--- src/rtl/onehot_rr_arbiter.sv ---
// Round-robin arbiter with a registered one-hot grant. The grant is held until
// done, a dropped holder request, or MAX_HOLD cycles; the pointer then advances.
module onehot_rr_arbiter #(
   parameter int N        = 4,
   parameter int MAX_HOLD = 8
) (
   input  logic                 clk,
   input  logic                 rst,
   input  logic [N-1:0]         req,
   input  logic                 done,
   output logic [N-1:0]         gnt,
   output logic                 gnt_valid,
   output logic [$clog2(N)-1:0] gnt_id,
   output logic                 timeout
);

   localparam int IW = $clog2(N);

   typedef enum logic {IDLE, GRANT} state_t;

   state_t         state_reg,   state_next;
   logic [N-1:0]   gnt_reg,     gnt_next;
   logic [IW-1:0]  id_reg,      id_next;
   logic [IW-1:0]  ptr_reg,     ptr_next;
   logic [7:0]     hold_reg,    hold_next;
   logic           timeout_reg, timeout_next;

   logic [IW-1:0]  cand_idx [N];
   logic           pick_valid;
   logic [IW-1:0]  pick_id;
   logic           holder_req;
   logic           expire;

   // cand_idx[gi] is the requester examined gi-th in the circular search from ptr.
   generate
      for (genvar gi = 0; gi < N; gi++) begin : g_cand
         logic [IW:0] sum;
         assign sum          = {1'b0, ptr_reg} + (IW+1)'(gi);
         assign cand_idx[gi] = (sum >= (IW+1)'(N)) ? IW'(sum - (IW+1)'(N)) : IW'(sum);
      end
   endgenerate

   // Scan from the far end so the nearest set request is the last one written.
   always_comb begin
      pick_valid = 1'b0;
      pick_id    = '0;
      for (int i = N-1; i >= 0; i--) begin
         if (req[cand_idx[i]]) begin
            pick_valid = 1'b1;
            pick_id    = cand_idx[i];
         end
      end
   end

   assign holder_req = req[id_reg];
   assign expire     = (hold_reg == 8'(MAX_HOLD));

   always_comb begin
      state_next   = state_reg;
      gnt_next     = gnt_reg;
      id_next      = id_reg;
      ptr_next     = ptr_reg;
      hold_next    = hold_reg;
      timeout_next = 1'b0;
      case (state_reg)
         IDLE: begin
            if (pick_valid) begin
               state_next = GRANT;
               gnt_next   = {{(N-1){1'b0}}, 1'b1} << pick_id;
               id_next    = pick_id;
               hold_next  = 8'd1;
            end
         end
         GRANT: begin
            if (done || !holder_req || expire) begin
               state_next   = IDLE;
               gnt_next     = '0;
               id_next      = '0;
               hold_next    = '0;
               ptr_next     = (id_reg == IW'(N-1)) ? '0 : id_reg + 1'b1;
               // Only a pure expiry counts as a timeout; done wins a tie.
               timeout_next = expire && !done && holder_req;
            end else begin
               hold_next = hold_reg + 8'd1;
            end
         end
         default: begin
            state_next = IDLE;
            gnt_next   = '0;
            id_next    = '0;
            hold_next  = '0;
         end
      endcase
   end

   always_ff @(posedge clk) begin
      if (rst) begin
         state_reg   <= IDLE;
         gnt_reg     <= '0;
         id_reg      <= '0;
         ptr_reg     <= '0;
         hold_reg    <= '0;
         timeout_reg <= 1'b0;
      end else begin
         state_reg   <= state_next;
         gnt_reg     <= gnt_next;
         id_reg      <= id_next;
         ptr_reg     <= ptr_next;
         hold_reg    <= hold_next;
         timeout_reg <= timeout_next;
      end
   end

   assign gnt       = gnt_reg;
   assign gnt_valid = |gnt_reg;
   assign gnt_id    = id_reg;
   assign timeout   = timeout_reg;

endmodule

--- config.mk ---
export PLATFORM = sky130hd
export DESIGN_NAME = onehot_rr_arbiter
export DESIGN_NICKNAME = d
export VERILOG_FILES = /design/src/rtl/onehot_rr_arbiter.sv
export SDC_FILE = /design/constraint.sdc
export NUM_CORES = 1
export LEC_CHECK = 0
export CAP_MARGIN = 20
export CORE_ASPECT_RATIO = 1.2
export CORE_MARGIN = 3
export CORE_UTILIZATION = 30
export CTS_CLUSTER_DIAMETER = 60
export DETAILED_ROUTE_END_ITERATION = 12
export PLACE_DENSITY = 0.59
export SLEW_MARGIN = 25
export SYNTH_ARGS = -nofsm -noshare
export SYNTH_HDL_FRONTEND = slang
export SYNTH_SLANG_ARGS = --single-unit
--- constraint.sdc ---
create_clock -name clk -period 2.8 [get_ports clk]
set_input_delay 0.28 -clock clk [delete_from_list [all_inputs] [get_ports clk]]
set_output_delay 0.28 -clock clk [all_outputs]
set_load 0.01 [all_outputs]
Word level (Yosys, flattened, before mapping)
Cells that the tools add are included.

storage, ports and cells
  bits in registers = 18
  logic and storage cells = 76
  input port bits = 7
  output and inout bits = 8

operators by class
  $add $sub $neg = 9
  equality and inequality tests = 4
  muxes and demuxes = 35
  reductions and logical operators = 10
  bitwise operators = 2
  shift-type cells = 1
  magnitude comparators = 9

operators with widths
  cell                                                                                 number
  2-bit 2-to-1 mux                                                                     11
  8-bit 2-to-1 mux                                                                     2
  8-bit case mux with 2 select lines                                                   1
  2-bit by 3-bit less-than comparator with 1-bit output, second input constant         5
  1-bit 2-to-1 mux                                                                     11
  1-bit binary-select mux with 2-bit select                                            5
  3-bit greater-or-equal comparator, second input constant                             3
  8-bit by 1-bit adder with 8-bit output, second input constant                        1
  8-bit by 4-bit == test with 1-bit output, second input constant                      1
  4-bit 2-to-1 mux                                                                     2
  4-bit case mux with 2 select lines                                                   1
  2-bit by 1-bit subtractor with 2-bit output, second input constant                   4
  2-bit by 2-bit adder with 3-bit output, second input constant                        2
  2-bit case mux with 2 select lines                                                   1
  2-bit AND reduction                                                                  2
  4-bit OR reduction                                                                   1
  1-bit by 2-bit << shifter with 4-bit output, first input constant                    1
  2-bit by 1-bit adder with 3-bit output, second input constant                        1
  2-bit by 3-bit greater-or-equal comparator with 1-bit output, second input constant  1
  3-bit OR reduction                                                                   1
  2-bit by 1-bit adder with 2-bit output, second input constant                        1
  2-bit == test, second input constant                                                 1
  1-bit logical AND                                                                    2
  1-bit zero test                                                                      2
  other kinds (5)                                                                      7

Longest topological paths before layout
Gate-level depths: netlist (run 1).

  depth after elaboration = 12
  gate-level depth with buffers = 7
  mapped depth without buffers = 7

Worst setup path after synthesis (run 1)
Ideal clock, no wire load.

  path kind = register to register
  start = register hold_reg[0]
  end = register ptr_reg[0]
  required time = 2730 ps
  data arrival time = 1845 ps
  period minus slack after synthesis = 1915 ps
  setup slack = 885 ps
  cell stages (with the launch flop) = 8
  library setup time = 70 ps
  path buffers = 0
  cell sequence = dfxtp_1 inv_1 ha_1 or4b_4 nor4b_4 o21ai_2 or3_1 a21oi_1

between the ends
  word-level cells in the longest chain between the ends = 3

ends and longest elaborated chain
  item                                      line  source
  start: declaration                        25    logic [7:0] hold_reg, hold_next;
  start signal: assignment                  109   hold_reg <= hold_next;
  8-bit by 4-bit == test with 1-bit output  56    assign expire = (hold_reg == 8'(MAX_HOLD));
  1-bit logical OR                          75    if (done || !holder_req || expire) begin
  2-bit AND reduction (no source line)      -
  end signal: assignment                    108   ptr_reg <= ptr_next;
  end: declaration                          24    logic [IW-1:0] ptr_reg, ptr_next;

Every way passes these cells.
A chain may end at the register's enable or synchronous reset.

Worst setup path in the final report (run 1)
Ends and elaborated chain as after synthesis.

==> flow_summary_export.csv, run 1 <==
group,metric,value,unit
worst_setup_path,cp_max_fo,4,
worst_setup_path,cp-start-kind,"flop",
die,num_rows,21,
synth,synth_cell_types,36,
worst_setup_path,rr_worst_depth,7,
cells_and_area,synthToLayoutAreaGrowth,22.4,%
synth,synth_seq_cells,18,
routing,drtPass1Iterations,4,
cells_and_area,largest_register_ff_count,8,
routing,dr_wl_met2,991,um
clocking,cts_hold_buf,0,
cells_and_area,antenna_cells,0,
worst_setup_path,crit_required,3020,ps
sta,fin_crit_sh,75.5,%
cells_and_area,fill_cells,301,
clocking,numCtsBuffers,3,
min_path,min_path_cells,2,
clocking,post_cts_buffers,0,
synth,ys_top_cells_by_area,"dfxtp_1 38%, a21oi_1 6.8%, o21ai_0 5.2%, nand2_1 4.7%, ha_1 3.9%",
min_path,min_path_type,"reg -> reg",
clocking,cts.reportedPaths.clkPinSlew,110,ps
cells_and_area,fin_nets,141,
sta,slew_headroom,43.6,%
clocking,cts_sinks,18,
power,p_per_area,457,nW/um^2
die,die_w,57.6,um
placement,place.gp.congestion,0.840,
synth,synth_edf_count,0,
clocking,cts_tree,"yes",
flow_run,maxCapViolations,0,
sta,tns,0,ps
clocking,cts.repair.resized,0,
synth,syn-num-nets,123,
grt,grt_first_pass_wirelength,3850,um
sta,drv_slew,0,
grt,antenna_found_initial,0,
cells_and_area,drive_above_1_share,10.0,%
synth,async_reset_ff_share,0,%
die,pin_count,15,
die,die_h,68.0,um
synth,synth_area,960,sq um
sta,max_freq,473,MHz
synth,yosysSeqAreaShare,37.5,%
die,die_area,3920,sq um
routing,highest-signal-layer,"met4",
grt,grt_overflow,0,
worst_setup_path,rrSetupSlack,690,ps
routing,wl_met1,1010,um
die,core_area,2920,sq um
clocking,ctsRootBufferMaster,"clkbuf_4",
cells_and_area,multi_input_area,566,sq um
routing,avgViaCountPerCell,5.31,
synth,syn_avg_cell_area,8.49,sq um
routing,detail-route-antenna-nets,0,
routing,drc,0,
grt,grt_max_degree,12,
routing,vias,871,
routing,wl_per_cell,12.9,um
routing,totalWireLength,2120,um
grt,grt_usage,12.6,%
synth,synth-main-ff-cell,"dfxtp_1",
sta,finalCriticalPeriod,2110,ps
worst_setup_path,critPathKind,"reg -> reg",
cells_and_area,regArea,360,sq um
die,start_util,32.9,%
grt,grt_pass1_vias,856,
sta,finalSetupViolCount,0,
worst_setup_path,cp.arrival,2340,ps
synth,yosys_warnings,0,
synth,synthCells,113,
synth,yosys.area.top_type_share,37.5,%
sta,rsz0062_at_grt,"no",
placement,hpwl,1540,um
synth,synth_top_cell_by_area,"dfxtp_1",
routing,drt_iter0_drc,42,
sta,skew,3.72,ps
routing,dr_wl_met3,102,um
cells_and_area,finish.utilization,40.3,%
clocking,h-tree-depth,1,
power,peakVddDrop,0.240,mV
sta,tightest_slew,841,ps
status,status,"completed",
power,power_leakage,0.424,nW
sta,finalHoldViolCount,0,
clocking,clkLatencyLatePin,290,ps
worst_setup_path,cp-end-kind,"flop",
clocking,clock_path_buffers,2,
placement,portBuffers,14,
through the flow:
step           setup WS, ps  instances  power [mW]  area (sq um)  hold WS (ps)
2_1_floorplan           885        113       0.341           960           444
3_3_place_gp            421        160       0.380          1140           461
3_5_place_dp            421        160       0.381          1140           468
4_1_cts                 664        164       0.546          1170           485
5_1_grt                 472        164       0.570          1170           520
6_report                687        164       0.537          1170           483
layout by cell type (no fill, tap or decap), types with 2 or more instances in the layout:
cell type,synthesis,routed
dfxtp_1,18,18
clkdlybuf4s50_1,0,14
a21oi_1,13,13
nand2_1,12,12
o21ai_0,10,10
nor2_1,7,7
inv_1,6,6
nand3_1,5,5
a31oi_1,4,4
mux2i_1,3,3
ha_1,3,3
clkbuf_4,0,3
or4_1,2,2
and3_1,2,2
a41oi_1,2,2
a211oi_1,2,2
nand2b_1,2,2
nand3b_1,2,2
routing by layer:
layer  vias up  GRT usage (%)
met3         2           2.45
met2        25           19.6
met5         -              0
li1        452              -
met4         0           6.09
met1       392           16.5
power breakdown:
| part | leakage (nW) | internal, mW | switching [mW] |
|---|---|---|---|
| logic | 0.256 | 0.0493 | 0.0469 |
| registers | 0.147 | 0.267 | 0.0118 |
| clock network | 0.0210 | 0.0792 | 0.0822 |
critical path, stage by stage, from the launching register on:
cell     delay, ps
dfxtp_1        350
inv_1          100
ha_1           150
or4b_4         470
nor4b_4        350
o21ai_2        160
or3_1          320
a21oi_1        140
kinds of logic (layout without fill, tap and decap cells):
logic type,Yosys count,count (layout),share of synthesized area [%]
buf+inv,8,25,3.52
compound gates,37,37,24.1
mux,4,4,4.30
flops,18,18,37.5
simple gates,41,41,24.8
xor+xnor,2,2,1.83
fa+ha+maj,3,3,3.91
cell usage after synthesis (2+ instances only):
master,number
inv_1,6
dfxtp_1,18
nand3b_1,2
and3_1,2
a21oi_1,13
o21ai_0,10
a31oi_1,4
nand2b_1,2
nand3_1,5
a211oi_1,2
ha_1,3
a41oi_1,2
mux2i_1,3
or4_1,2
nand2_1,12
nor2_1,7
worst paths after layout:
check | start | endpoint
worst max-delay path | hold_reg[0] | ptr_reg[0]
worst min-delay path | ptr_reg[0] | ptr_reg[0]
worst max register to register | hold_reg[0] | ptr_reg[0]
worst min register to register | ptr_reg[0] | ptr_reg[0]
layout make-up:
| cell class | count | share of cell area, % |
|---|---|---|
| multi-input cells | 87 | 48.1 |
| flip-flops and latches | 18 | 30.7 |
| repair buffers | 15 | 12.6 |
| well taps | 34 | 3.62 |
| clock buffers | 4 | 3.09 |
| inverters | 6 | 1.92 |
No activity file was read; power rests on OpenSTA's default activity.
==> inputs of run 2 (changes only) <==
Settings changed: PLACE_DENSITY 0.59 to 0.6.
Clock period 2.8 ns to 1.92 ns, I/O delays scaled along.
==> run 2 against run 1 <==
Net effect:
- the run now ends with setup timing left
- core utilization is 7.3 points higher
- via count is 12% higher
- worst hold slack better by 9.2 ps
==> flow_summary_export.csv, run 2 (same netlist as run 1, synthesis figures left out) <==
group,metric,value,unit
routing,drtPass1Iterations,4,
grt,grt_max_degree,11,
worst_setup_path,cp-end-kind,"flop",
grt,grt_first_pass_wirelength,4310,um
clocking,cts_tree,"yes",
power,combPwrFrac,23.0,%
grt,antenna_found_initial,0,
placement,place_inst,179,
cells_and_area,drive_above_1_share,28.9,%
cells_and_area,antenna_cells,0,
power,power_leakage,0.537,nW
sta,setup_slack,-34.0,ps
sta,slew_headroom,71.5,%
routing,drc,0,
status,status,"finished, violations left",
placement,placed_area,1280,sq um
die,start_util,32.9,%
power,p_int,0.611,mW
clocking,cts_sinks,18,
worst_setup_path,cp-start-kind,"flop",
sta,finalHoldViolCount,0,
cells_and_area,mostFrequentLayoutCell,"buf_4",
die,num_rows,21,
worst_setup_path,rr_worst_depth,8,
worst_setup_path,cp_max_fo,4,
worst_setup_path,rrSetupSlack,-30,ps
die,die_h,68.0,um
sta,finalCriticalPeriod,1950,ps
die,pin_count,15,
worst_setup_path,cp.arrival,2190,ps
cells_and_area,instances_no_fill,186,
power,p_per_area,607,nW/um^2
power,p_sw_share,27.4,%
routing,wl_per_cell,13.8,um
status,violations,"setup timing",
clocking,numCtsBuffers,3,
routing,avgViaCountPerCell,5.23,
die,core_area,2920,sq um
placement,place.gp.congestion,0.722,
grt,grt_pass1_vias,1018,
cells_and_area,final_cell_mix,"23 x buf_4, 16 x dfxtp_1, 14 x clkdlybuf4s50_1",
min_path,min_to,"ptr_reg[0]",
worst_setup_path,cp_top_family,"simple AND/OR/NAND/NOR gates",
clocking,cts.reportedPaths.clkPinSlew,110,ps
worst_setup_path,critPathKind,"reg -> reg",
clocking,ctsRootBufferMaster,"clkbuf_4",
cells_and_area,synthToLayoutAreaGrowth,44.5,%
die,die_area,3920,sq um
power,seq_power_share,48.1,%
sta,timing.hold.ws,492,ps
grt,grt_overflow,0,
worst_setup_path,path_cells,"inv_2, ha_4, or4b_4, nor4b_4, buf_4, o21ai_2, or3_1, a21oi_1",
power,power_switching,0.230,mW
placement,portBuffers,14,
cells_and_area,final_cell_area,1390,sq um
worst_setup_path,critPathBufInv,2,
worst_setup_path,slowest_delay,470,ps
power,power.total,0.842,mW
worst_setup_path,crit_slowest_cell,"or4b_4",
flow_run,maxCapViolations,0,
routing,totalWireLength,2560,um
grt,grt_usage,14.0,%
sta,fin_crit_sh,102,%
clocking,clkLatencyLatePin,300,ps
routing,drt_iter0_drc,26,
min_path,worstHoldStart,"ptr_reg[0]",
sta,skew,3.15,ps
worst_setup_path,r2r_start,"hold_reg[0]",
clocking,clock_path_buffers,2,
worst_setup_path,startpoint,"hold_reg[0]",
placement,hpwl,1840,um
sta,drv_slew,0,
worst_setup_path,r2r-end,"ptr_reg[0]",
cells_and_area,fin_nets,163,
die,die_w,57.6,um
sta,rsz0062_at_grt,"yes",
power,p_clk_share,28.9,%
cells_and_area,largest_register_ff_count,8,
sta,finalSetupViolCount,1,
sta,tightest_slew,426,ps
min_path,min_path_cells,2,
clocking,h-tree-depth,1,
routing,vias,973,
power,peakVddDrop,0.420,mV
min_path,min_path_type,"reg -> reg",
worst_setup_path,crit_required,2160,ps
sta,max_freq,512,MHz
routing,detail-route-antenna-nets,0,
sta,tns,-34.0,ps
run 2: changes by cell type in the layout (fill, tap and decap cells not counted), moves of 2 or more:
cell / previous run / this run
inv_2: 0 / 2
o21ai_0: 10 / 2
buf_4: 1 / 23
a41oi_2: 0 / 2
dfxtp_1: 18 / 16
o21ai_1: 0 / 8
inv_1: 6 / 4
dfxtp_2: 0 / 2
a41oi_1: 2 / 0
run 2: power groups by stage:
stage          Sequential [mW]  Combinational, mW  Clock, mW
6_report                 0.405              0.193      0.243
5_1_grt                  0.407              0.213      0.264
4_1_cts                  0.405              0.193      0.250
3_5_place_dp             0.412              0.181          0
3_3_place_gp             0.411              0.177          0
2_1_floorplan            0.415             0.0827          0
run 2: per-stage QoR:
stage	utilization [%]	worst slack [ps]
after floorplan	-	5.34
after global placement	43.9	-308
after detailed placement	43.9	-366
after CTS	47.2	-93.6
after global routing	47.5	-110
final	47.5	-34.0
run 2: metal layers:
layer / vias to the layer above / routed length [um] / GRT usage [%]
met1: 455 / 1130 / 15.1
met5: - / 0 / 0
li1: 494 / - / -
met4: 0 / 9 / 4.93
met3: 2 / 82 / 1.89
met2: 22 / 1340 / 27.5
run 2: repair_timing:
item,in CTS,in global routing
setup buffers,3,0
cloned,0,0
hold buffers,0,0
setup endpoints to repair,16,17
pin swaps,9,12
resized for setup,15,4
run 2: worst max path at each step:
stage,endpoint,slack (ps),depth (start not counted)
2_1_floorplan,ptr_reg[0],5,7
3_3_place_gp,hold_reg[4],-310,6
3_5_place_dp,gnt_id[0],-370,6
4_1_cts,ptr_reg[0],-90,8
5_1_grt,ptr_reg[0],-110,8
6_report,ptr_reg[0],-30,8
run 2: worst min-delay path: stages, from the launching register on:
cell and delay (ps):
dfxtp_1 340, nand2_1 60, a21oi_1 50
run 2: area by class of cell:
| cell class | instances | area [sq um] |
|---|---|---|
| clock buffers | 4 | 36.3 |
| fillers | 305 | 1530 |
| inverters | 6 | 22.5 |
| multi-input cells | 87 | 609 |
| flip-flops and latches | 18 | 363 |
| well taps | 34 | 42.5 |
| repair buffers | 37 | 313 |
==> inputs of run 3 (changes only) <==
Settings changed: CELL_PAD_IN_SITES_DETAIL_PLACEMENT set to 2, CELL_PAD_IN_SITES_GLOBAL_PLACEMENT set to 2, CORE_UTILIZATION 30 to 28, MAX_ROUTING_LAYER set to met4, PLACE_DENSITY 0.6 to 0.83.
==> run 3 against run 2 <==
Net effect:
- the run still ends with setup timing left
- global-route usage up 5.2 points
- count of clock-buffer cells in the layout unchanged
- final area up 1.9%
- combinational power up 7%
- power up 3.2%
- setup slack worse by 78 ps
- critical endpoint unchanged
- die area up 6.5%
==> flow_summary_export.csv, run 3 (same netlist as run 1, synthesis figures left out) <==
group,metric,value,unit
status,status,"finished, violations left",
status,violations,"setup timing",
cells_and_area,multi_input_area,646,sq um
cells_and_area,final_cell_mix,"21 x buf_4, 16 x dfxtp_1, 13 x clkdlybuf4s50_1",
die,die_h,70.1,um
flow_run,maxCapViolations,0,
sta,finalCriticalPeriod,2030,ps
die,core_area,3170,sq um
clocking,clock_path_buffers,2,
cells_and_area,fill_cells,348,
power,p_sw_share,29.6,%
sta,rsz0062_at_grt,"yes",
grt,grt_pass1_vias,1202,
routing,drt_iter0_drc,13,
min_path,min_path_type,"reg -> reg",
worst_setup_path,critPathKind,"reg -> reg",
clocking,ctsRootBufferMaster,"clkbuf_4",
worst_setup_path,r2r_start,"hold_reg[0]",
cells_and_area,mostFrequentLayoutCell,"buf_4",
worst_setup_path,crit_slowest_cell,"or4b_4",
die,start_util,30.3,%
worst_setup_path,startpoint,"hold_reg[0]",
power,peakVddDrop,0.295,mV
routing,vias,1021,
clocking,cts.reportedPaths.clkPinSlew,120,ps
power,power_switching,0.257,mW
power,combPwrFrac,23.7,%
power,seq_power_share,47.1,%
sta,tightest_slew,482,ps
clocking,cts_hold_buf,0,
cells_and_area,instances_no_fill,186,
cells_and_area,fin_nets,161,
worst_setup_path,cp_top_family,"simple AND/OR/NAND/NOR gates",
clocking,numCtsBuffers,3,
routing,detail-route-antenna-nets,0,
grt,antenna_found_initial,0,
routing,wl_per_cell,19.1,um
die,num_rows,22,
power,p_clk_share,29.2,%
worst_setup_path,crit_required,2180,ps
worst_setup_path,critPathBufInv,2,
placement,placed_area,1280,sq um
worst_setup_path,cp-start-kind,"flop",
power,p_int,0.611,mW
sta,skew,13.5,ps
placement,place.gp.congestion,0.747,
worst_setup_path,path_cells,"inv_2, ha_4, or4b_4, nor4b_4, buf_4, o21ai_4, or3_4, a21oi_2",
sta,slew_headroom,67.8,%
cells_and_area,synthToLayoutAreaGrowth,47.2,%
clocking,clkLatencyLatePin,320,ps
min_path,worstHoldStart,"gnt[2]",
placement,hpwl,2680,um
placement,place_inst,180,
cells_and_area,largest_register_ff_count,8,
power,power_leakage,0.544,nW
cells_and_area,drive_above_1_share,33.3,%
grt,grt_overflow,0,
grt,grt_usage,19.2,%
cells_and_area,final_cell_area,1410,sq um
worst_setup_path,cp_max_fo,4,
die,die_area,4170,sq um
worst_setup_path,cp.arrival,2290,ps
clocking,h-tree-depth,1,
grt,grt_first_pass_wirelength,5970,um
cells_and_area,antenna_cells,0,
cells_and_area,finish.utilization,44.6,%
routing,drtPass1Iterations,3,
routing,drc,0,
placement,portBuffers,14,
sta,drv_slew,0,
worst_setup_path,cp-end-kind,"flop",
sta,max_freq,492,MHz
cells_and_area,regArea,363,sq um
sta,finalSetupViolCount,7,
clocking,cts_sinks,18,
die,pin_count,15,
die,die_w,59.4,um
sta,fin_crit_sh,106,%
clocking,cts_tree,"yes",
sta,finalHoldViolCount,0,
power,p_per_area,615,nW/um^2
routing,totalWireLength,3550,um
routing,avgViaCountPerCell,5.49,
worst_setup_path,slowest_delay,470,ps
sta,setup_slack,-112,ps
grt,grt_max_degree,11,
[run 3: changes by cell type in the layout (fill, tap and decap cells not counted), sizes merged]
| cell | delta |
|---|---|
| buf | -2 |
| clkdlybuf4s50 | -1 |
| dlymetal6s2s | +1 |
[run 3: power by group through the flow]
stage / registers [mW] / clock network (mW) / logic, mW
after global placement: 0.412 / 0 / 0.175
final: 0.409 / 0.254 / 0.206
after floorplan: 0.415 / 0 / 0.0827
after detailed placement: 0.414 / 0 / 0.188
after CTS: 0.408 / 0.266 / 0.197
after global routing: 0.412 / 0.281 / 0.226
[run 3: worst paths after layout]
path	endpoint	slack, ps	depth (start not counted)
max reg2reg	ptr_reg[0]	-110	8
min reg2reg	gnt[2]	500	2
min	gnt[2]	500	2
max	ptr_reg[0]	-110	8
[run 3: stage by stage]
stage	hold WS [ps]	setup TNS [ps]	worst slack [ps]	total power [mW]
3_5_place_dp	492	-5630	-498	0.602
6_report	503	-233	-112	0.868
2_1_floorplan	410	0	5.34	0.497
5_1_grt	533	-1380	-198	0.920
4_1_cts	534	-779	-147	0.871
3_3_place_gp	469	-3110	-292	0.587
[run 3: layout make-up]
type | count | share of cell area (%)
inverters | 6 | 1.59
well taps | 36 | 3.19
multi-input cells | 87 | 45.7
flip-flops and latches | 18 | 25.7
repair buffers | 35 | 21.3
clock buffers | 4 | 2.57
[run 3: layer usage]
layer	GRT usage (%)	vias up	wire length, um
li1	-	485	-
met1	21.6	511	1400
met2	33.5	18	2030
met3	3.14	7	69
met4	6.30	0	63
met5	-	-	0
[run 3: worst register-to-register path: cells and delay by family, from the launching register on]
kind	cells	cell delay [ps]
buffers and inverters	2	250
flip-flops	1	350
adder cells (fa/ha/maj)	1	120
AND/OR/NAND/NOR	3	1060
AO/OA/AOI/OAI	2	220
[run 3: repair_timing]
item | CTS | global route
endpoints found under the hold margin | 0 | 0
resized for setup | 15 | 14
buffers inserted | 1 | 1
pin swaps | 8 | 14
endpoints found under the setup margin | 17 | 18
